[config.mk]
export PLATFORM = sky130hd
export DESIGN_NAME = result_drain_ctrl
export DESIGN_NICKNAME = d
export VERILOG_FILES = /design/src/rtl/tpu_pkg.sv /design/src/rtl/result_relu_lane.sv /design/src/rtl/result_drain_ctrl.sv
export SDC_FILE = /design/constraint.sdc
export NUM_CORES = 1
export LEC_CHECK = 0
export CAP_MARGIN = 10
export CORE_ASPECT_RATIO = 0.9
export CORE_MARGIN = 2
export CORE_UTILIZATION = 41
export CTS_CLUSTER_SIZE = 28
export DETAILED_ROUTE_END_ITERATION = 10
export PLACE_DENSITY = 0.8
export SLEW_MARGIN = 20
export SYNTH_ARGS = -nofsm -noshare
export SYNTH_HDL_FRONTEND = slang
export SYNTH_HIERARCHICAL = 1
export SYNTH_SLANG_ARGS = --single-unit
[constraint.sdc]
create_clock -name clk -period 3.1 [get_ports clk]
set_clock_uncertainty 0.2 [all_clocks]
set_input_delay 0.62 -clock clk [delete_from_list [all_inputs] [get_ports clk]]
set_output_delay 0.62 -clock clk [all_outputs]
set_load 0.02 [all_outputs]
[src/rtl/tpu_pkg.sv]
// Shared TPU definitions: default datapath widths and the result-drain FSM state encoding.
package tpu_pkg;

    localparam int TPU_ADDRESSSIZE    = 10;
    localparam int TPU_PARTIAL_SUM_BW = 20;
    localparam int TPU_MATRIX_SIZE    = 8;

    typedef enum logic [2:0] {
        DRAIN_IDLE = 3'd0,
        DRAIN_RD   = 3'd1,
        DRAIN_CAP  = 3'd2,
        DRAIN_SEND = 3'd3,
        DRAIN_DONE = 3'd4
    } drain_state_e;

endpackage

[src/rtl/result_relu_lane.sv]
// Single result lane clamp: negative two's-complement values become zero, others pass through.
module result_relu_lane #(
    parameter int LANE_W = 20
) (
    input  logic [LANE_W-1:0] lane_in,
    output logic [LANE_W-1:0] lane_out
);

    // Sign-bit driven clamp to zero
    always_comb begin
        if (lane_in[LANE_W-1]) begin
            lane_out = '0;
        end else begin
            lane_out = lane_in;
        end
    end

endmodule

[src/rtl/result_drain_ctrl.sv]
// Drains NUM_ROWS result rows from the results SRAM onto a valid/ready stream.
// Optional macro RESULT_DRAIN_RELU_EN clamps negative lanes to zero at capture.
module result_drain_ctrl
    import tpu_pkg::*;
#(
    parameter int ADDRESSSIZE    = TPU_ADDRESSSIZE,
    parameter int PARTIAL_SUM_BW = TPU_PARTIAL_SUM_BW,
    parameter int MATRIX_SIZE    = TPU_MATRIX_SIZE,
    parameter int NUM_ROWS       = 8
) (
    input  logic                                  clk,
    input  logic                                  rstn,
    input  logic                                  start,
    input  logic [ADDRESSSIZE-1:0]                base_addr,
    output logic                                  sram_rd_req,
    output logic [ADDRESSSIZE-1:0]                sram_address,
    input  logic [PARTIAL_SUM_BW*MATRIX_SIZE-1:0] sram_data_in,
    output logic                                  out_valid,
    input  logic                                  out_ready,
    output logic [PARTIAL_SUM_BW*MATRIX_SIZE-1:0] out_data,
    output logic                                  out_last,
    output logic                                  busy,
    output logic                                  done
);

    localparam int DATA_W = PARTIAL_SUM_BW * MATRIX_SIZE;
    localparam int ROW_W  = (NUM_ROWS > 1) ? $clog2(NUM_ROWS) : 1;
    localparam logic [ROW_W-1:0] LAST_ROW = ROW_W'(NUM_ROWS - 1);

    drain_state_e            state_r;
    drain_state_e            state_nxt_s;
    logic [ROW_W-1:0]        row_r;
    logic [ROW_W-1:0]        row_nxt_s;
    logic [ADDRESSSIZE-1:0]  base_r;
    logic [ADDRESSSIZE-1:0]  base_nxt_s;

    logic                    rd_req_nxt_s;
    logic [ADDRESSSIZE-1:0]  addr_nxt_s;
    logic                    valid_nxt_s;
    logic                    last_nxt_s;
    logic                    busy_nxt_s;
    logic                    done_nxt_s;

    logic                    rd_req_r;
    logic [ADDRESSSIZE-1:0]  addr_r;
    logic                    valid_r;
    logic                    last_r;
    logic                    busy_r;
    logic                    done_r;
    logic [DATA_W-1:0]       data_r;
    logic [DATA_W-1:0]       cap_data_s;

`ifdef RESULT_DRAIN_RELU_EN
    for (genvar g = 0; g < MATRIX_SIZE; g++) begin : g_relu
        result_relu_lane #(
            .LANE_W(PARTIAL_SUM_BW)
        ) u_relu_lane (
            .lane_in (sram_data_in[g*PARTIAL_SUM_BW +: PARTIAL_SUM_BW]),
            .lane_out(cap_data_s[g*PARTIAL_SUM_BW +: PARTIAL_SUM_BW])
        );
    end
`else
    assign cap_data_s = sram_data_in;
`endif

    // State, row counter and latched base address
    always_ff @(posedge clk or negedge rstn) begin
        if (!rstn) begin
            state_r <= DRAIN_IDLE;
            row_r   <= '0;
            base_r  <= '0;
        end else begin
            state_r <= state_nxt_s;
            row_r   <= row_nxt_s;
            base_r  <= base_nxt_s;
        end
    end

    // Next-state, row and base selection
    always_comb begin
        state_nxt_s = state_r;
        row_nxt_s   = row_r;
        base_nxt_s  = base_r;
        case (state_r)
            DRAIN_IDLE: begin
                if (start) begin
                    state_nxt_s = DRAIN_RD;
                    row_nxt_s   = '0;
                    base_nxt_s  = base_addr;
                end else begin
                    state_nxt_s = DRAIN_IDLE;
                end
            end
            DRAIN_RD:   state_nxt_s = DRAIN_CAP;
            DRAIN_CAP:  state_nxt_s = DRAIN_SEND;
            DRAIN_SEND: begin
                // out_valid is high exactly while in SEND, so ready alone completes the beat
                if (out_ready) begin
                    if (row_r == LAST_ROW) begin
                        state_nxt_s = DRAIN_DONE;
                    end else begin
                        state_nxt_s = DRAIN_RD;
                        row_nxt_s   = row_r + ROW_W'(1);
                    end
                end else begin
                    state_nxt_s = DRAIN_SEND;
                end
            end
            DRAIN_DONE: state_nxt_s = DRAIN_IDLE;
            default:    state_nxt_s = DRAIN_IDLE;
        endcase
    end

    // Output decode of the upcoming state, so every output leaves a flop
    always_comb begin
        rd_req_nxt_s = 1'b0;
        addr_nxt_s   = '0;
        valid_nxt_s  = 1'b0;
        last_nxt_s   = 1'b0;
        done_nxt_s   = 1'b0;
        busy_nxt_s   = (state_nxt_s != DRAIN_IDLE);
        case (state_nxt_s)
            DRAIN_RD, DRAIN_CAP: begin
                rd_req_nxt_s = 1'b1;
                addr_nxt_s   = base_nxt_s + ADDRESSSIZE'(row_nxt_s);
            end
            DRAIN_SEND: begin
                valid_nxt_s = 1'b1;
                last_nxt_s  = (row_nxt_s == LAST_ROW);
            end
            DRAIN_DONE: done_nxt_s = 1'b1;
            DRAIN_IDLE: done_nxt_s = 1'b0;
            default:    done_nxt_s = 1'b0;
        endcase
    end

    // Registered control outputs
    always_ff @(posedge clk or negedge rstn) begin
        if (!rstn) begin
            rd_req_r <= 1'b0;
            addr_r   <= '0;
            valid_r  <= 1'b0;
            last_r   <= 1'b0;
            busy_r   <= 1'b0;
            done_r   <= 1'b0;
        end else begin
            rd_req_r <= rd_req_nxt_s;
            addr_r   <= addr_nxt_s;
            valid_r  <= valid_nxt_s;
            last_r   <= last_nxt_s;
            busy_r   <= busy_nxt_s;
            done_r   <= done_nxt_s;
        end
    end

    // Row capture at the end of CAP; held untouched through the SEND stall
    always_ff @(posedge clk or negedge rstn) begin
        if (!rstn) begin
            data_r <= '0;
        end else if (state_r == DRAIN_CAP) begin
            data_r <= cap_data_s;
        end else begin
            data_r <= data_r;
        end
    end

    assign sram_rd_req  = rd_req_r;
    assign sram_address = addr_r;
    assign out_valid    = valid_r;
    assign out_last     = last_r;
    assign out_data     = data_r;
    assign busy         = busy_r;
    assign done         = done_r;

endmodule

Word level (Yosys, flattened, before mapping)
Cells that the tools add are included.
{"block": "totals", "ff_bits": 191, "input_bits": 174, "output_inout_bits": 175, "wordCells": 39}
{"block": "op_classes", "addsub": 2, "n_eq_ne": 9, "n_mux": 15, "n_reduce_logical": 3}
{"cell": "$mux 10", "count": 3}
{"cell": "$mux 3", "count": 5}
{"cell": "$eq 3x2->1 const B", "count": 4}
{"cell": "$pmux 3 s4", "count": 1}
{"cell": "$add 10x3->10", "count": 1}
{"cell": "$eq 3x3->1 const B", "count": 3}
{"cell": "$eq 3x1->1 const B", "count": 2}
{"cell": "$pmux 3 s2", "count": 1}
{"cell": "$mux 1", "count": 5}
{"cell": "$add 3x1->3 const B", "count": 1}
{"cell": "$logic_not 3->1", "count": 1}
{"cell": "$reduce_bool 3->1", "count": 1}
{"cell": "$reduce_or 2->1", "count": 1}

Logic depth before layout (Yosys ltp)
Gate-level depths: netlist of run 1.
{"block": "logic_depth", "depth_word": 7, "mapped_depth": 10, "mapped_depth_nobuf": 10}

Worst setup path after synthesis of run 1
Ideal clock, no wire load.
{"block": "synth_path", "path_kind": "input port to flip-flop", "startpoint": "input port start", "endpoint": "register addr_r[4] (netlist: sram_address[4])", "setup_time_ns": 0.086, "arrival_ns": 2.570, "t_required_ns": 2.814, "path_slack_ns": 0.244, "path_stages": 9, "path_buffers": 1, "path_cell_list": "or4b_4 buf_2 nand2_1 mux2i_1 ha_1 fa_1 a21o_1 and3_1 nor3_1"}
{"block": "synth_via", "elab_cells_between_ends": 11, "classes_between": "add/sub: 1; eq/ne: 2; mux: 7; reduce/logical: 1"}
{"element": "from (decl)", "line": "result_drain_ctrl.sv:13", "rtl": "input logic start,"}
{"element": "$mux 3", "line": "result_drain_ctrl.sv:86", "rtl": "if (start) begin"}
{"element": "$pmux 3 s2", "line": "result_drain_ctrl.sv:84", "rtl": "case (state_r)"}
{"element": "named net row_nxt_s[0]", "line": "result_drain_ctrl.sv:33", "rtl": "logic [ROW_W-1:0] row_nxt_s;"}
{"element": "$add 10x3->10", "line": "result_drain_ctrl.sv:125", "rtl": "addr_nxt_s = base_nxt_s + ADDRESSSIZE'(row_nxt_s);"}
{"element": "$mux 10", "line": "result_drain_ctrl.sv:122", "rtl": "case (state_nxt_s)"}
{"element": "named net addr_nxt_s[4]", "line": "result_drain_ctrl.sv:38", "rtl": "logic [ADDRESSSIZE-1:0] addr_nxt_s;"}
{"element": "to (signal assigned)", "line": "result_drain_ctrl.sv:148", "rtl": "addr_r <= addr_nxt_s;"}
{"element": "to (decl)", "line": "result_drain_ctrl.sv:45", "rtl": "logic [ADDRESSSIZE-1:0] addr_r;"}
The timed path passes the listed nets, and every way through them passes these cells.
A chain may end at the register's enable or synchronous reset.

Worst setup path in the final report of run 1
Same ends and word-level chain as after synthesis.

==> results of run 1 <==
-- state kept, by name (all words and copies together), names as in the netlist --
signal and count:
sram_address 10, row_r 3, base_r 10, out_data 160, out_last 1, busy 1
out_valid 1, state_r 3, sram_rd_req 1, done 1
-- final cells by class --
cell class	instances	area [um^2]	share of cell area
clock buffer	19	432.9	0.03656
clock inverter	13	200.2	0.01690
antenna	1	2.502	0.0002113
multi-input combinational	250	2439	0.2059
timing repair buffer	368	3677	0.3105
inverter	3	11.26	0.0009509
sequential	191	4780	0.4036
tap	240	300.3	0.02536
-- cells in the final DEF, fill, tap and decap left out, drive strengths merged, types with 2 or more instances in the layout --
cell type | synthesis | final
inv | 3 | 9
clkinvlp | 0 | 3
nor2 | 4 | 4
xnor2 | 2 | 2
nand4 | 3 | 3
a21o | 2 | 2
bufinv | 0 | 4
buf | 20 | 19
nand3 | 7 | 7
clkbuf | 0 | 20
and3 | 5 | 5
o21ai | 3 | 3
a21oi | 6 | 6
ha | 4 | 4
dfrtp | 191 | 191
or4b | 2 | 2
clkdlybuf4s50 | 0 | 347
nor2b | 2 | 2
nor3 | 7 | 7
nand2 | 16 | 16
and4 | 3 | 3
mux2 | 167 | 167
mux2i | 6 | 6
-- worst max path at each step --
| stage | from | endpoint | slack [ps] | cells past startpoint |
|---|---|---|---|---|
| finish | start | sram_address[4] | 100 | 9 |
| floorplan | start | sram_address[4] | 240 | 9 |
| detailed placement | start | sram_address[6] | -290 | 9 |
| global route | start | sram_address[4] | 1 | 9 |
| CTS | start | sram_address[6] | 130 | 9 |
| global placement | start | sram_address[4] | -180 | 9 |
-- power by group --
part           internal [mW]  switching (mW)  leakage (nW)
registers               3.75           0.658          2.26
clock network           1.37           0.976         0.299
logic                   3.33            3.21          2.41
-- routing by layer --
layer / up-vias / GRT usage / wire length, um
li1: 2387 / - / -
met1: 2667 / 0.2591 / 8120
met2: 244 / 0.4008 / 11050
met3: 26 / 0.06597 / 1550
met4: 0 / 0.07921 / 395
met5: - / 0 / 0
-- through the flow --
step	utilization	instances	setup slack (ps)	hold WS [ps]
floorplan	-	464	244.0	124.4
global placement	0.6378	1051	-176.8	267.2
detailed placement	0.6378	1051	-290.3	273.7
CTS	0.6745	1084	125.1	289.7
global route	0.6746	1085	1.401	301.4
finish	0.6746	1085	95.52	283.3
-- kinds of logic (layout without fill, tap and decap cells) --
group	after synthesis	count (layout)	synth area share
flops	191	191	0.6522
xor+xnor	2	2	0.002391
simple gates	53	53	0.03995
other cells	0	1	0
mux	173	173	0.2653
compound gates	17	17	0.01451
buf+inv	23	403	0.01605
fa+ha+maj	5	5	0.009562
-- timing repair --
item | CTS | global route
hold endpoints to repair | 41 | 0
hold buffers | 1 | 0
resized for setup | 0 | 0
==> summary.txt, run 1 <==
Run status
  – Outcome: finished clean

STA
  – RSZ-0062 raised after global routing: false
  – Final setup fails: 0
  – Setup_tns: 0 ps
  – Minimum clock period: roughly 3000 ps
  – Slew Viols, Final: 0
  – Slew margin rel.: 0.5825
  – F_max: 0.3328 GHz
  – Final worst-path cycle share: 0.9692
  – Worst-Margin Slew: approximately 620 ps
  – Fin. Hold Viols: 0

CTS
  – Worst-path clk slew: ~70 ps
  – Root buffer cell: clkbuf_16
  – Clock Latency Late Sink: ~420 ps
  – H-tree level count: 4
  – Post-CTS Setup Bufs: 0
  – Number of CTS-inserted buffers: 17
  – CTS max path bufs: 2
  – CTS tree: built
  – Clock Sinks: roughly 190

Critical path
  – WP data required: approximately 3200 ps
  – Crit Reg-Reg Startpoint: state_r[1]
  – Setup crit end kind: flip-flop
  – Delay-heaviest family, CP: simple AND/OR/NAND/NOR gates
  – Max FO, Critical Path: 7
  – Crit path DAT: 3130 ps
  – CP bufs+invs: 1
  – R2r endpoint: sram_address[4]
  – CP Class: in2reg
  – R2R depth: 8
  – Crit start category: primary input
  – Crit-path cells: clkdlybuf4s50_1 -> or4b_4 -> nand2_1 -> mux2i_1 -> ha_1 -> fa_1 -> a21o_1 -> and3_1 -> nor3_1
  – R2R setup slack: about 240 ps
  – Slowest CP cell: or4b_4
  – Crit-path max cell delay: 520 ps

Synth
  – Synth Instances: between 400 and 500
  – Post-synth top area cell: dfrtp_1
  – Post-synthesis sequential area ratio: 0.6522
  – Yosys reg bits: between 150 and 200
  – Cell Area, Synth: 7328 um^2
  – Post-synth top area share: 0.6522
  – Synth Flop Type: dfrtp_1
  – Post-Syn Nets: ~640
  – List of most frequent post-synthesis cells: 191 x dfrtp_1, 149 x mux2_1, 19 x buf_2
  – Syn avg cell area: 15.79 um^2
  – Dominant cells by area after synthesis: dfrtp_1 65%, mux2_1 23%, mux2_2 2.6%
  – Ys async rst share: 1.000
  – Post-synth EDFFs: 0
  – Count of cell types in the netlist: 35
  – Count leader, synth: dfrtp_1
  – Synth Warn #: 6

Pwr
  – Total power: approximately 13 mW
  – Power per cell area: 1124 nW/um^2
  – Leakage: slightly below 5 nW
  – Maximum vdd ir drop: between 600 and 700 uV

Floorplanning
  – Die area: 18960 um^2
  – Std-Cell Rows: 46
  – CORE AREA: 17550 um^2
  – Die X: ~140 um
  – I/O pins: 349
  – Starting density of the core: 0.4175
  – Die height: about 130 um

Global route
  – Initial antenna violation count: 1
  – GRT overflow: 0
  – Largest net degree at the start of global routing: 56
  – Vias in the first global route: between 5000 and 6000
  – Global-route wire length before repair: around 32000 um
  – GRT Overall Usage: 0.2234

Finish
  – Syn-to-layout area delta: 61.60%
  – Nets@finish: 1010
  – Proportion of layout cells with a drive suffix above 1: 0.08412
  – Design Area, Final: roughly 12000 um^2
  – Fill cell count: 1236

Routing
  – Vias/cell: 4.907
  – Via count: roughly 5300
  – Drt first pass iters: 4
  – DRT Wirelength: 21120 um
  – Drt drc: 0
  – Avg WL per Cell: around 20 um
  – Drt initial violations: about 190
  – Post-route ant nets: 0

Placement
  – Detailed placer's ending HPWL: between 15000 and 20000 um
  – GP Congestion: approximately 0.85
  – Placed cell area: about 11000 um^2
  – PortBufs: around 350

Min path
  – Hold Crit Class: reg2reg
  – WHS Endpoint: out_data[143]
  – Hold_sp: out_data[143]
  – Worst Hold Depth: 1

Job
  – Max cap viols: 0
(Power assumes the default switching activity.)
==> inputs of run 2 (changes only) <==
CORE_AREA = 2 2 137 139   (was not set)
CORE_ASPECT_RATIO = not set   (was 0.9)
CORE_MARGIN = not set   (was 2)
CORE_UTILIZATION = not set   (was 41)
DIE_AREA = 0 0 139 141   (was not set)
DONT_BUFFER_PORTS = 1   (was not set)
PLACE_DENSITY = not set   (was 0.8)
==> summary.txt, run 2 (same netlist as run 1, synthesis figures left out) <==
STA
  – Final setup fails: 0
  – F_max: about 0.34 GHz
  – Minimum clock period: 2912 ps
  – RSZ-0062 raised after global routing: false
  – Final worst-path cycle share: 0.9393
  – Worst-Margin Slew: 606.2 ps
  – Slew Viols, Final: 0
  – Fin. Hold Viols: between 150 and 200
  – Slew margin rel.: 0.5959
  – Setup_tns: 0 ps
  – Hold WS: -308.5 ps
  – Final worst setup slack: roughly 190 ps

CTS
  – Post-CTS Setup Bufs: 0
  – Worst-path clk slew: around 70 ps
  – CTS max path bufs: 2
  – CTS tree: built
  – Root buffer cell: clkbuf_16
  – H-tree level count: 4
  – Number of CTS-inserted buffers: 17
  – Clock Sinks: 191
  – Clock Latency Late Sink: approximately 420 ps

Global route
  – Global-route wire length before repair: 24940 um
  – Vias in the first global route: around 4200
  – Largest net degree at the start of global routing: between 150 and 200
  – GRT overflow: 0
  – Initial antenna violation count: 6
  – GRT Overall Usage: 0.1679

Critical path
  – Max FO, Critical Path: 12
  – R2R depth: 8
  – Setup crit end kind: flip-flop
  – Crit path DAT: between 3000 and 4000 ps
  – CP Class: reg2reg
  – Crit start category: flip-flop
  – WP data required: between 3000 and 4000 ps
  – R2r endpoint: sram_address[6]
  – R2R setup slack: about 190 ps
  – Crit Reg-Reg Startpoint: state_r[1]

Pwr
  – Maximum vdd ir drop: 633.7 uV
  – Power per cell area: about 1300 nW/um^2
  – Leakage: 3.504 nW
  – Total power: 10.42 mW

Min path
  – Hold Crit Class: in2async

Floorplanning
  – Die X: 139 um
  – Die height: 141 um
  – CORE AREA: 18270 um^2
  – Die area: approximately 20000 um^2
  – Std-Cell Rows: 50
  – Starting density of the core: 0.4012
  – I/O pins: ~350

Finish
  – Syn-to-layout area delta: 11.32%
  – Final core area utilization: 0.4466
  – Design Area, Final: between 8000 and 9000 um^2
  – Most common library cell in the layout ignoring fill and taps: dfrtp_1
  – Proportion of layout cells with a drive suffix above 1: 0.1172
  – Max reg flops: 160
  – Most frequent cells in the layout: 191 x dfrtp_1, 149 x mux2_1, 17 x mux2_2, 17 x clkbuf_16, 16 x nand2_1
  – Nets@finish: 646

Run status
  – Outcome: complete, but fails checks
  – Failing checks: hold timing

Placement
  – GP Congestion: roughly 0.80
  – Pre-CTS setup slack: about 130 ps
  – Placed cell area: between 7000 and 8000 um^2
  – PortBufs: 0
  – Detailed placer's ending HPWL: roughly 12000 um

Routing
  – DRT Wirelength: around 17000 um
  – Drt first pass iters: 4
  – Drt drc: 0
  – Avg WL per Cell: ~23 um
  – Via count: between 3000 and 4000
  – Post-route ant nets: 0
  – Drt initial violations: 105
  – Vias/cell: 5.323

Job
  – Max cap viols: 0
[run 2: cell type report]
class,count,area (um^2)
clock inverters,12,135.1
repair buffers,4,42.54
fillers,1625,10110
diodes,6,15.01
well taps,234,292.8
inverters,3,11.26
flip-flops and latches,191,4780
multi-input cells,250,2442
clock buffers,18,439.2
[run 2: how the worst max path moves through the flow]
| stage | end | depth (start not counted) | start |
|---|---|---|---|
| finish | sram_address[6] | 8 | state_r[1] |
| global placement | sram_address[7] | 8 | start |
| floorplan | sram_address[4] | 9 | start |
| global route | sram_address[6] | 8 | state_r[1] |
| CTS | sram_address[6] | 8 | state_r[1] |
| detailed placement | sram_address[4] | 8 | start |
[run 2: per-stage QoR]
step / cells / hold slack (ps)
after floorplan: 464 / 124.4
after global placement: 682 / 128.6
after detailed placement: 682 / 128.7
after CTS: 712 / -335.7
after global routing: 717 / -341.7
final: 718 / -308.5
[run 2: what timing repair did]
item                       CTS  global route
hold endpoints to repair   191           191
gates resized for setup      0             1
setup endpoints to repair    0             1
[run 2: routing by layer]
metal,vias to the layer above,GRT usage,part of all wire
li1,1659,-,-
met3,13,0.08764,0.12
met4,0,0.05901,0.0087
met5,-,0,0
met1,1945,0.1737,0.34
met2,205,0.2927,0.54
[run 2: critical path: stages, from the launching register on]
cell,delay [ps]
dfrtp_1,450
or4b_4,670
nand2_1,110
mux2i_1,120
ha_1,260
fa_1,410
a21o_1,240
and3_1,180
nor3_1,180
[run 2: power by group]
part / switching (mW) / internal [mW] / total [mW] / leakage (nW)
logic: 1.02 / 1.18 / 2.19 / 0.965
clock network: 0.931 / 1.21 / 2.14 / 0.276
registers: 2.34 / 3.75 / 6.09 / 2.26
total: 4.29 / 6.13 / 10.4 / 3.50
==> inputs of run 3 (changes only) <==
--- a/config.mk
+++ b/config.mk
@@ -8,6 +8,6 @@
 export CAP_MARGIN = 10
-export CORE_AREA = 2 2 137 139
+export CORE_AREA = 2 2 135 137
 export CTS_CLUSTER_SIZE = 28
 export DETAILED_ROUTE_END_ITERATION = 10
-export DIE_AREA = 0 0 139 141
+export DIE_AREA = 0 0 137 139
 export DONT_BUFFER_PORTS = 1
--- a/constraint.sdc
+++ b/constraint.sdc
@@ -4,2 +4,2 @@
 set_output_delay 0.62 -clock clk [all_outputs]
-set_load 0.02 [all_outputs]
+set_load 0.05 [all_outputs]
==> summary.txt, run 3 (same netlist as run 1, synthesis figures left out) <==
Placement
  – Detailed placer's ending HPWL: 12070 um
  – Placed cell area: roughly 7600 um^2
  – GP Congestion: just over 0.8
  – Cells after DPL: around 680
  – PortBufs: 0

Run status
  – Failing checks: hold timing
  – Outcome: complete, but fails checks

CTS
  – Root buffer cell: clkbuf_16
  – Post-CTS Setup Bufs: 0
  – CTS max path bufs: 2
  – Worst-path clk slew: ~70 ps
  – Clock Latency Late Sink: 420 ps
  – CTS tree: built
  – Clock Sinks: roughly 190
  – H-tree level count: 4
  – Post-cts resize count: 0
  – Number of CTS-inserted buffers: 17

Global route
  – GR Layer Usage met1: 0.1735
  – Initial antenna violation count: 1
  – GRT overflow: 0
  – Global-route wire length before repair: around 24000 um
  – Vias in the first global route: slightly above 4000
  – Largest net degree at the start of global routing: 192
  – Most Used Layer, Global Route: met2
  – GRT Overall Usage: 0.1684
  – Met3 track utilization from global routing: 0.08735
  – Met2 usage: 0.2954

Critical path
  – WP data required: approximately 3200 ps
  – Crit path DAT: around 3000 ps
  – R2R setup slack: between 150 and 200 ps
  – R2r endpoint: sram_address[4]
  – Crit start category: flip-flop
  – CP startpoint: state_r[1]
  – Max FO, Critical Path: 12
  – Setup crit end kind: flip-flop
  – R2R depth: 8
  – CP Class: reg2reg
  – Crit Reg-Reg Startpoint: state_r[1]
  – Worst setup path end: sram_address[4]

STA
  – Worst-Margin Slew: 544.3 ps
  – Setup_tns: 0 ps
  – F_max: approximately 0.34 GHz
  – Slew margin rel.: 0.6371
  – Hold WS: -308.1 ps
  – Minimum clock period: ~2900 ps
  – Final setup fails: 0
  – Final worst-path cycle share: 0.9384
  – Fin. Hold Viols: 191
  – Slew Viols, Final: 0
  – RSZ-0062 raised after global routing: false

Routing
  – Via count: between 3000 and 4000
  – Post-route ant nets: 0
  – Drt initial violations: approximately 130
  – Avg WL per Cell: about 23 um
  – Vias/cell: approximately 5.3
  – Drt first pass iters: 4
  – Drt drc: 0
  – DRT Wirelength: about 16000 um

Min path
  – Hold Crit Class: in2async

Finish
  – Nets@finish: about 650
  – Most common library cell in the layout ignoring fill and taps: dfrtp_1
  – Most frequent cells in the layout: 191 x dfrtp_1, 149 x mux2_1, 17 x mux2_2, 17 x clkbuf_16, 16 x nand2_1
  – Design Area, Final: approximately 8100 um^2
  – Non-filler cells, final: a little over 700
  – Proportion of layout cells with a drive suffix above 1: 0.1206
  – Syn-to-layout area delta: 11.17%
  – Max reg flops: 160

Floorplanning
  – Starting density of the core: 0.4150
  – Die X: 137 um
  – I/O pins: around 350
  – Die height: approximately 140 um
  – Die area: roughly 19000 um^2
  – Std-Cell Rows: 49
  – CORE AREA: between 15000 and 20000 um^2

Job
  – Max cap viols: 0
[run 3: routing by layer]
| metal | vias up | routed length, um |
|---|---|---|
| met2 | 181 | 8755 |
| met5 | - | 12 |
| met3 | 15 | 1983 |
| met4 | 2 | 163 |
| met1 | 1928 | 5391 |
| li1 | 1655 | - |
[run 3: worst min-delay path by stage]
stage	cells past startpoint	slack, ps	from	to
2_1_floorplan	0	120	rstn	base_r[0]
3_3_place_gp	0	130	rstn	out_data[48]
3_5_place_dp	0	130	rstn	out_data[50]
4_1_cts	0	-330	rstn	out_data[50]
5_1_grt	0	-350	rstn	out_data[48]
6_report	0	-310	rstn	out_data[48]
[run 3: worst max-delay path: stages (launching register included)]
cell     delay, ps
dfrtp_1        460
or4b_4         670
nand2_1        110
mux2i_1        120
ha_1           260
fa_1           410
a21o_1         240
and3_1         190
nor3_1         160
[run 3: stage by stage]
stage | hold WS [ps] | worst slack (ps) | utilization
after CTS | -331.7 | 206.3 | 0.4612
after global placement | 128.4 | 221.0 | 0.4292
after detailed placement | 128.9 | 132.0 | 0.4292
after global routing | -348.1 | 52.96 | 0.4612
final | -308.1 | 190.9 | 0.4614
after floorplan | 124.4 | 244.0 | -
[run 3: layout make-up]
class / instances / area, um^2
diodes: 1 / 2.502
clock buffers: 18 / 439.2
clock inverters: 14 / 126.4
fillers: 1563 / 9510
inverters: 3 / 11.26
multi-input cells: 250 / 2439
flip-flops and latches: 191 / 4780
well taps: 229 / 286.5
repair buffers: 5 / 62.56
Power of run 3 is not shown: default switching activity piles up to over one toggle a cycle in this logic, so the estimate is an artifact.
